**src/rtl/pixel_uart_sender.sv**
```systemverilog
// Frame read-back engine: streams 24-bit frame RAM pixels to the UART
// as three bytes each, low byte first, matching the receive-side assembler.
module pixel_uart_sender #(
    parameter  int PIXEL_COUNT = 172800,
    localparam int ADDR_BITS   = (PIXEL_COUNT > 1) ? $clog2(PIXEL_COUNT) : 1
) (
    input  logic                 clk,
    input  logic                 reset,
    input  logic                 start,
    input  logic                 tx_busy,
    input  logic [23:0]          rd_data,
    output logic [ADDR_BITS-1:0] rd_addr,
    output logic                 tx_start,
    output logic [7:0]           tx_data,
    output logic                 busy,
    output logic                 done
);

    typedef enum logic [2:0] {
        IDLE,
        RD,
        LATCH,
        SEND,
        WAIT_HI,
        WAIT_LO,
        NEXT,
        FIN
    } state_e;

    localparam logic [ADDR_BITS-1:0] LAST_ADDR = ADDR_BITS'(PIXEL_COUNT - 1);

    state_e               state_q, state_d;
    logic [ADDR_BITS-1:0] addr_q, addr_d;
    logic [23:0]          pix_q, pix_d;
    logic [1:0]           idx_q, idx_d;
    logic                 tx_start_q, tx_start_d;
    logic [7:0]           tx_data_q, tx_data_d;
    logic                 busy_q, busy_d;
    logic                 done_q, done_d;

    always_ff @(posedge clk or negedge reset) begin
        if (!reset) begin
            state_q    <= IDLE;
            addr_q     <= '0;
            pix_q      <= '0;
            idx_q      <= '0;
            tx_start_q <= 1'b0;
            tx_data_q  <= '0;
            busy_q     <= 1'b0;
            done_q     <= 1'b0;
        end else begin
            state_q    <= state_d;
            addr_q     <= addr_d;
            pix_q      <= pix_d;
            idx_q      <= idx_d;
            tx_start_q <= tx_start_d;
            tx_data_q  <= tx_data_d;
            busy_q     <= busy_d;
            done_q     <= done_d;
        end
    end

    always_comb begin
        state_d    = state_q;
        addr_d     = addr_q;
        pix_d      = pix_q;
        idx_d      = idx_q;
        tx_start_d = 1'b0;
        tx_data_d  = tx_data_q;
        busy_d     = busy_q;
        done_d     = 1'b0;
        unique case (state_q)
            IDLE: begin
                addr_d = '0;
                if (start) begin
                    state_d = RD;
                    busy_d  = 1'b1;
                end
            end
            RD: begin
                state_d = LATCH;
            end
            LATCH: begin
                pix_d   = rd_data;
                idx_d   = 2'd0;
                state_d = SEND;
            end
            SEND: begin
                if (!tx_busy) begin
                    tx_start_d = 1'b1;
                    state_d    = WAIT_HI;
                    unique case (idx_q)
                        2'd0:    tx_data_d = pix_q[7:0];
                        2'd1:    tx_data_d = pix_q[15:8];
                        default: tx_data_d = pix_q[23:16];
                    endcase
                end
            end
            WAIT_HI: begin
                // tx_busy rising is the UART's acknowledgement of the byte
                if (tx_busy) begin
                    state_d = WAIT_LO;
                end
            end
            WAIT_LO: begin
                if (!tx_busy) begin
                    if (idx_q < 2'd2) begin
                        idx_d   = idx_q + 2'd1;
                        state_d = SEND;
                    end else begin
                        state_d = NEXT;
                    end
                end
            end
            NEXT: begin
                if (addr_q == LAST_ADDR) begin
                    addr_d  = '0;
                    state_d = FIN;
                end else begin
                    addr_d  = addr_q + 1'b1;
                    state_d = RD;
                end
            end
            FIN: begin
                done_d  = 1'b1;
                busy_d  = 1'b0;
                state_d = IDLE;
            end
            default: begin
                state_d = IDLE;
            end
        endcase
    end

    assign rd_addr  = addr_q;
    assign tx_start = tx_start_q;
    assign tx_data  = tx_data_q;
    assign busy     = busy_q;
    assign done     = done_q;

endmodule

```
**config.mk**
```make
export PLATFORM = sky130hd
export DESIGN_NAME = pixel_uart_sender
export DESIGN_NICKNAME = d
export VERILOG_FILES = /design/src/rtl/pixel_uart_sender.sv
export SDC_FILE = /design/constraint.sdc
export NUM_CORES = 1
export LEC_CHECK = 0
export ABC_AREA = 1
export CAP_MARGIN = 20
export CORE_UTILIZATION = 30
export CTS_BUF_LIST = sky130_fd_sc_hd__clkbuf_4
export DETAILED_ROUTE_END_ITERATION = 16
export GPL_TIMING_DRIVEN = 1
export PLACE_DENSITY = 0.58
export REMOVE_ABC_BUFFERS = 1
export SLEW_MARGIN = 30
export SYNTH_ARGS = -nofsm -noshare
export SYNTH_HDL_FRONTEND = slang
export SYNTH_SLANG_ARGS = --single-unit
export TNS_END_PERCENT = 30
```
**constraint.sdc**
```tcl
create_clock -name clk -period 3.7 [get_ports clk]
set_clock_uncertainty 0.15 [all_clocks]
set_input_delay 0.37 -clock clk [delete_from_list [all_inputs] [get_ports clk]]
set_output_delay 0.37 -clock clk [all_outputs]
set_load 0.02 [all_outputs]
```
==> metrics.md, run 1 <==
| Metric | Value |
|---|---|
| Status | `complete, no violations` |
| Register area share after synthesis | `50.1%` |
| PostCTS Resize Cnt | `0` |
| Final Net Count | `442` |
| Worst-Skew Late Latency | `0.40 ns` |
| # IOs | `57` |
| Max Fclk | `0.466 GHz` |
| Synthesized area | `2900 sq um` |
| Crit-path max cell delay | `0.53 ns` |
| DRT Pass-1 Iters | `4` |
| Final wirelength | `6710 um` |
| All-Layer GR Usage | `14.6%` |
| Synth warnings | `0` |
| Clock Power Share | `21.3%` |
| CP Buf/Inv Count | `1` |
| Number of enable flip-flop cells after synthesis | `0` |
| Maximum number of pins on one net before global-route repair | `37` |
| Initial Util | `31.2%` |
| H-tree lvl count | `3` |
| Hold_buf cts | `1` |
| Endpoints failing hold | `0` |
| Max-cap violations | `0` |
| Share of cells above drive strength 1 | `9.38%` |
| Final setup TNS | `0 ns` |
| Footprint of the multi-input gates | `1170 sq um` |
| Max Fanout on Critical Path | `26` |
| Via-to-Cell Ratio | `4.53` |
| Delay-heaviest family, CP | `simple AND/OR/NAND/NOR gates` |
| Tmin final | `2.14 ns` |
| Area post-placement | `3570 sq um` |
| RSZ-0062 raised after global routing | `false` |
| Post-synth top area cell | `dfrtp_1` |
| Final ANT Viol Nets | `0` |
| DRC Markers | `0` |
| Top-area cell type share of the netlist area | `50.1%` |
| Setup Viol. Count Final | `0` |
| Final Util | `40.2%` |
| Distinct cells, synth | `28` |
| Number of synthesized register bits | `58` |
| Reg clk slew, reported paths | `0.10 ns` |
| Layout fillers | `967` |
| Die ar. | `10100 sq um` |
| Synth top area cells | `dfrtp_1 50%, nor2_1 7.9%, inv_1 6.9%` |
| P_sw | `0.934 mW` |
| Die width | `100 um` |
| Number of global-route vias before repair | `2446` |
| Global-route wire length before repair | `11300 um` |
| Gate Count Post-Synth | `348` |
| Register area | `1450 sq um` |
| Crit path max-delay cell type | `nand2_1` |
| Layout area overhead | `28.7%` |
| Pleak | `1.70 nW` |
| Synth async-reset ratio | `100%` |
| Die height | `100 um` |
| Worst min path class | `flip-flop to flip-flop` |
| RePlAce Congestion | `0.781` |
| Comb pwr share | `40.0%` |
| Grt total ovfl | `0` |
| # port buffers | `56` |
| Worst EP required | `3.87 ns` |
| Finished Cell Area | `3730 sq um` |
| Core footprint | `9280 sq um` |
| Antenna fix cells | `0` |
| Slew Viols, Final | `0` |
| Rows | `35` |
| Initial antenna violation count | `0` |
| Root Buffer | `clkbuf_4` |
| Syn avg cell area | `8.33 sq um` |
| HPWL after DPL | `4830 um` |
| Worst Tran Pin Value | `0.901 ns` |
| Final worst-path cycle share | `57.9%` |
| Total Power | `2.44 mW` |
| Peak VDD IR | `0.192 mV` |
| Worst slew margin | `39.8%` |
| CTS tree | `done` |
| PwrDens | `653 nW/um^2` |
| WS Path Type | `flip-flop to flip-flop` |
| Critical path capture point type | `flip-flop` |
| Num Clock Sinks | `58` |
| Prevailing post-synth register cell | `dfrtp_1` |
| Worst-path cell chain | `inv_2 > nor2_1 > nand2_1 > a22oi_1 > nand3_1 > o21ai_0` |
| 1st-iter DRT viols | `97` |
| Internal power | `1.50 mW` |
| Post-CTS Setup Inserts | `0` |
| Vias post-DR | `2471` |
| Sequential share of power | `38.7%` |
| Startpoint Class | `flip-flop` |
| Critical Path AT | `2.31 ns` |
| Number of buffers created by CTS | `9` |
| Drt wl/cell | `12.3 um` |
| Sw frac | `38.3%` |
| Clock buffer depth | `2` |
==> cell type report <==
type                    instances  area share [%]
clock buffers                  10            2.01
clock inverters                 6            2.18
inverters                      57            5.73
multi-input cells             226            31.3
flip-flops and latches         58            38.9
well taps                     129            4.32
repair buffers                 59            15.6
==> placed cells by master, fill, tap and decap left out, types with 10 or more instances in the layout <==
cell,count
clkbuf_4,10
o22ai_1,12
inv_1,53
nor2_1,61
a21oi_1,33
nand2_1,42
nand3_1,19
clkdlybuf4s50_1,55
o21ai_0,15
dfrtp_1,58
==> flip-flops by register name (all words and copies together) (netlist names) <==
register / count
tx_start: 1
done: 1
tx_data: 8
state_q: 3
rd_addr: 18
busy: 1
idx_q: 2
pix_q: 24
==> per-layer routing <==
| layer | part of all wire [%] | track usage, % | routed length, um | vias to the layer above |
|---|---|---|---|---|
| met5 | 0 | 0 | 0 | - |
| met4 | 1.7 | 6.35 | 113 | 0 |
| met3 | 3.2 | 3.13 | 217 | 10 |
| met2 | 48 | 23.8 | 3230 | 39 |
| met1 | 47 | 18.8 | 3150 | 1165 |
| li1 | - | - | - | 1257 |
==> cell families after synthesis <==
group / synth area share, %
mux: 1.55
compound gates: 12.0
flops: 50.1
simple gates: 23.1
fa+ha+maj: 1.29
xor+xnor: 2.42
buf+inv: 9.62
==> cell usage after synthesis, types with 2 or more instances <==
master,number
a21oi_1,33
buf_4,2
buf_6,4
clkinv_1,2
dfrtp_1,58
ha_1,3
inv_1,53
inv_2,2
mux2_4,3
nand2_1,42
nand2_2,3
nand3_1,19
nand3_2,4
nand4_1,5
nor2_1,61
nor2_2,4
nor2_4,2
nor3_1,6
nor3_2,2
o21ai_0,15
o22ai_1,12
xor2_1,7
==> worst register-to-register path, stage by stage (launching register included) <==
cell and delay (ns):
dfrtp_1 0.48, inv_2 0.07, nor2_1 0.12, nand2_1 0.53, a22oi_1 0.50, nand3_1 0.10
o21ai_0 0.09
==> final timing paths <==
path	startpoint	end	slack [ns]	depth (start not counted)
worst max-delay path	state_q[1]$_DFFE_PN0P_	idx_q[1]$_DFFE_PN0P_	1.56	6
worst min-delay path	pix_q[17]$_DFFE_PN0P_	pix_q[17]$_DFFE_PN0P_	0.37	2
worst max register to register	state_q[1]$_DFFE_PN0P_	idx_q[1]$_DFFE_PN0P_	1.56	6
worst min register to register	pix_q[17]$_DFFE_PN0P_	pix_q[17]$_DFFE_PN0P_	0.37	2
max in group asynchronous	reset	state_q[0]$_DFFE_PN0P_	2.12	3
min in group asynchronous	reset	tx_data[5]$_DFFE_PN0P_	0.44	2
==> per-stage QoR <==
stage / hold slack (ns) / setup WS (ns) / instances
3_5_place_dp: 0.345 / 1.56 / 528
2_1_floorplan: -0.0756 / 1.60 / 341
3_3_place_gp: 0.340 / 1.64 / 528
4_1_cts: 0.363 / 1.51 / 545
6_report: 0.367 / 1.56 / 545
5_1_grt: 0.369 / 1.29 / 545
==> power by group through the flow <==
stage / clock [mW] / combinational, mW / sequential [mW]
after floorplan: 0 / 0.594 / 1.01
after global placement: 0 / 0.962 / 0.953
after detailed placement: 0 / 0.981 / 0.959
after CTS: 0.531 / 0.985 / 0.946
after global routing: 0.558 / 1.11 / 0.966
final: 0.519 / 0.975 / 0.943
Note: power is estimated with default switching activity, not from simulation.
==> run 2: changes to the inputs <==
==> constraint.sdc (replaced) <==
create_clock -name clk -period 2.02 [get_ports clk]
set_clock_uncertainty 0.15 [all_clocks]
set_input_delay 0.202 -clock clk [delete_from_list [all_inputs] [get_ports clk]]
set_output_delay 0.202 -clock clk [all_outputs]
set_load 0.02 [all_outputs]
==> run 2 against run 1 <==
Against the previous run:
- count of clock-buffer cells in the layout increased by 1
- sequential cell count unchanged
- worst hold slack got worse by 0.19 ns
- via count fell by 0.20%
- combinational power grew 89%
- critical endpoint is now rd_addr[9]
==> metrics.md, run 2 (same netlist as run 1, synthesis figures left out) <==
| Metric | Value |
|---|---|
| Status | `complete, no violations` |
| Initial Util | `31.2% (unchanged)` |
| Most frequent cells in the layout | `61 x nor2_1, 58 x dfrtp_1, 55 x clkdlybuf4s50_1, 53 x inv_1, 42 x nand2_1` |
| Setup Viol. Count Final | `0 (unchanged)` |
| Critical Path AT | `1.53 ns (-0.78 ns)` |
| Initial antenna violation count | `0 (unchanged)` |
| Worst-path cell chain | `clkdlybuf4s50_1` |
| Number of global-route vias before repair | `2443 (-0.12%)` |
| Delay-heaviest family, CP | `buffers and inverters` |
| Vias post-DR | `2466 (-0.20%)` |
| Core footprint | `9280 sq um (unchanged)` |
| Worst Tran Pin Value | `0.396 ns (-0.505 ns)` |
| Area post-placement | `3610 sq um (+1.2%)` |
| Clock Power Share | `19.1% (-2.2 points)` |
| Most common cell after layout, fill and taps aside | `nor2_1` |
| Max Fclk | `0.532 GHz` |
| Peak VDD IR | `0.394 mV (+110%)` |
| Post-CTS Setup Inserts | `0 (unchanged)` |
| RR Endpoint | `rd_addr[15]$_DFFE_PN0P_` |
| Reg2Reg Launch Point | `rd_addr[0]$_DFFE_PN0P_` |
| H-tree lvl count | `3 (unchanged)` |
| PwrDens | `1170 nW/um^2 (+79%)` |
| Hold_buf cts | `1 (unchanged)` |
| WS Path Type | `flip-flop to primary output` |
| Worst-Skew Late Latency | `0.41 ns (about the same)` |
| Die ar. | `10100 sq um (unchanged)` |
| Reg with most FFs | `pix_q` |
| Final Util | `40.5% (+0.26 points)` |
| Grt total ovfl | `0 (unchanged)` |
| Root Buffer | `clkbuf_4` |
| Reg clk slew, reported paths | `0.12 ns (+0.02 ns)` |
| Die width | `100 um (unchanged)` |
| Worst slew margin | `73.6% (+34 points)` |
| Critical path capture point type | `primary output` |
| P_sw | `1.71 mW (+83%)` |
| Comb pwr share | `41.9% (+1.9 points)` |
| Worst min path class | `input port to asynchronous set/reset pin` |
| Slew Viols, Final | `0 (unchanged)` |
| Maximum number of pins on one net before global-route repair | `59 (+59%)` |
| Startpoint Class | `flip-flop` |
| Crit path max-delay cell type | `clkdlybuf4s50_1` |
| PostCTS Resize Cnt | `0 (unchanged)` |
| Final Net Count | `446 (+0.90%)` |
| Sw frac | `38.8% (+0.49 points)` |
| HPWL after DPL | `4730 um (-2.2%)` |
| Number of buffers created by CTS | `9 (unchanged)` |
| Final worst-path cycle share | `93.0%` |
| Antenna fix cells | `0 (unchanged)` |
| RePlAce Congestion | `0.831 (+6.4%)` |
| DRT Pass-1 Iters | `4 (unchanged)` |
| Share of cells above drive strength 1 | `10.5% (+1.1 points)` |
| RSZ-0062 raised after global routing | `false` |
| Via-to-Cell Ratio | `4.49 (-0.93%)` |
| Worst R2R Setup Slack | `0.24 ns (-1.32 ns)` |
| Register area | `1450 sq um (unchanged)` |
| Drt wl/cell | `11.9 um (-3.2%)` |
| Max Fanout on Critical Path | `6 (-77%)` |
| Rows | `35 (unchanged)` |
| # port buffers | `56 (unchanged)` |
| Worst EP required | `1.67 ns (-2.20 ns)` |
| Placed cell count | `532 (+0.76%)` |
| Layout fillers | `974 (+0.72%)` |
| Pleak | `1.71 nW (+0.75%)` |
| Tmin final | `1.88 ns` |
| Largest register FFs | `24 (unchanged)` |
| Sequential share of power | `39.0% (+0.3 points)` |
| Total Power | `4.40 mW (+81%)` |
| Die height | `100 um (unchanged)` |
| Finished Cell Area | `3760 sq um (+0.64%)` |
| CTS tree | `done` |
| Clock buffer depth | `2 (unchanged)` |
| DRC Markers | `0 (unchanged)` |
| Final wirelength | `6540 um (-2.5%)` |
| Fin cells | `549 (+0.73%)` |
| 1st-iter DRT viols | `131 (+35%)` |
| Endpoints failing hold | `0 (unchanged)` |
| Internal power | `2.69 mW (+79%)` |
| # IOs | `57 (unchanged)` |
| Num Clock Sinks | `58 (unchanged)` |
| Global-route wire length before repair | `11100 um (-1.8%)` |
| All-Layer GR Usage | `14.2% (-0.43 points)` |
| Worst r2r path cells | `8 (+2)` |
| Final ANT Viol Nets | `0 (unchanged)` |
| Max-cap violations | `0 (unchanged)` |
| Footprint of the multi-input gates | `1170 sq um (unchanged)` |
| Crit-path max cell delay | `0.65 ns (+0.12 ns)` |
| Layout area overhead | `29.6%` |
| CP Buf/Inv Count | `1 (unchanged)` |
==> run 2: layer usage <==
metal	routed length, um	track usage, %	up-vias
met5	0	0	-
met4	124	6.13	0
met3	257	3.69	10
met2	2990	22.8	51
met1	3170	18.0	1153
li1	-	-	1252
==> run 2: cell type report <==
class	instances	share of cell area, %
tap	129	4.30
clock buffer	11	2.20
timing repair buffer	63	16.6
inverter	57	5.70
sequential	58	38.6
clock inverter	5	1.47
multi-input combinational	226	31.1
==> run 2: power groups by stage <==
stage,registers (mW),clock network [mW],logic [mW]
final,1.72,0.842,1.84
after global routing,1.76,0.932,2.07
after CTS,1.72,0.880,1.86
after detailed placement,1.75,0,1.86
after global placement,1.73,0,1.83
after floorplan,1.84,0,1.09
==> run 2: through the flow <==
step	hold WS (ns)	TNS [ns]	worst slack, ns
6_report	0.175	0	0.141
5_1_grt	0.189	0	0.0674
4_1_cts	0.149	0	0.108
3_5_place_dp	0.0799	0	0.256
3_3_place_gp	0.0813	0	0.311
2_1_floorplan	-0.244	-0.161	-0.0806
==> run 2: worst max path at each step <==
stage	end	cells after the start	start
2_1_floorplan	idx_q[0]$_DFFE_PN0P_	6	state_q[1]$_DFFE_PN0P_
3_3_place_gp	rd_addr[17]$_DFFE_PN0P_	8	rd_addr[0]$_DFFE_PN0P_
3_5_place_dp	rd_addr[15]$_DFFE_PN0P_	8	rd_addr[0]$_DFFE_PN0P_
4_1_cts	rd_addr[9]	1	rd_addr[9]$_DFFE_PN0P_
5_1_grt	rd_addr[9]	1	rd_addr[9]$_DFFE_PN0P_
6_report	rd_addr[9]	1	rd_addr[9]$_DFFE_PN0P_
==> run 3: changes to the inputs <==
--- a/config.mk
+++ b/config.mk
@@ -11,6 +11,7 @@
 export CTS_BUF_LIST = sky130_fd_sc_hd__clkbuf_4
 export DETAILED_ROUTE_END_ITERATION = 16
 export GPL_TIMING_DRIVEN = 1
+export HOLD_SLACK_MARGIN = 0.03
 export PLACE_DENSITY = 0.58
 export REMOVE_ABC_BUFFERS = 1
 export SLEW_MARGIN = 30
==> results of run 3 <==
Same layout as run 2: the final DEF is identical, and so are final timing and power.
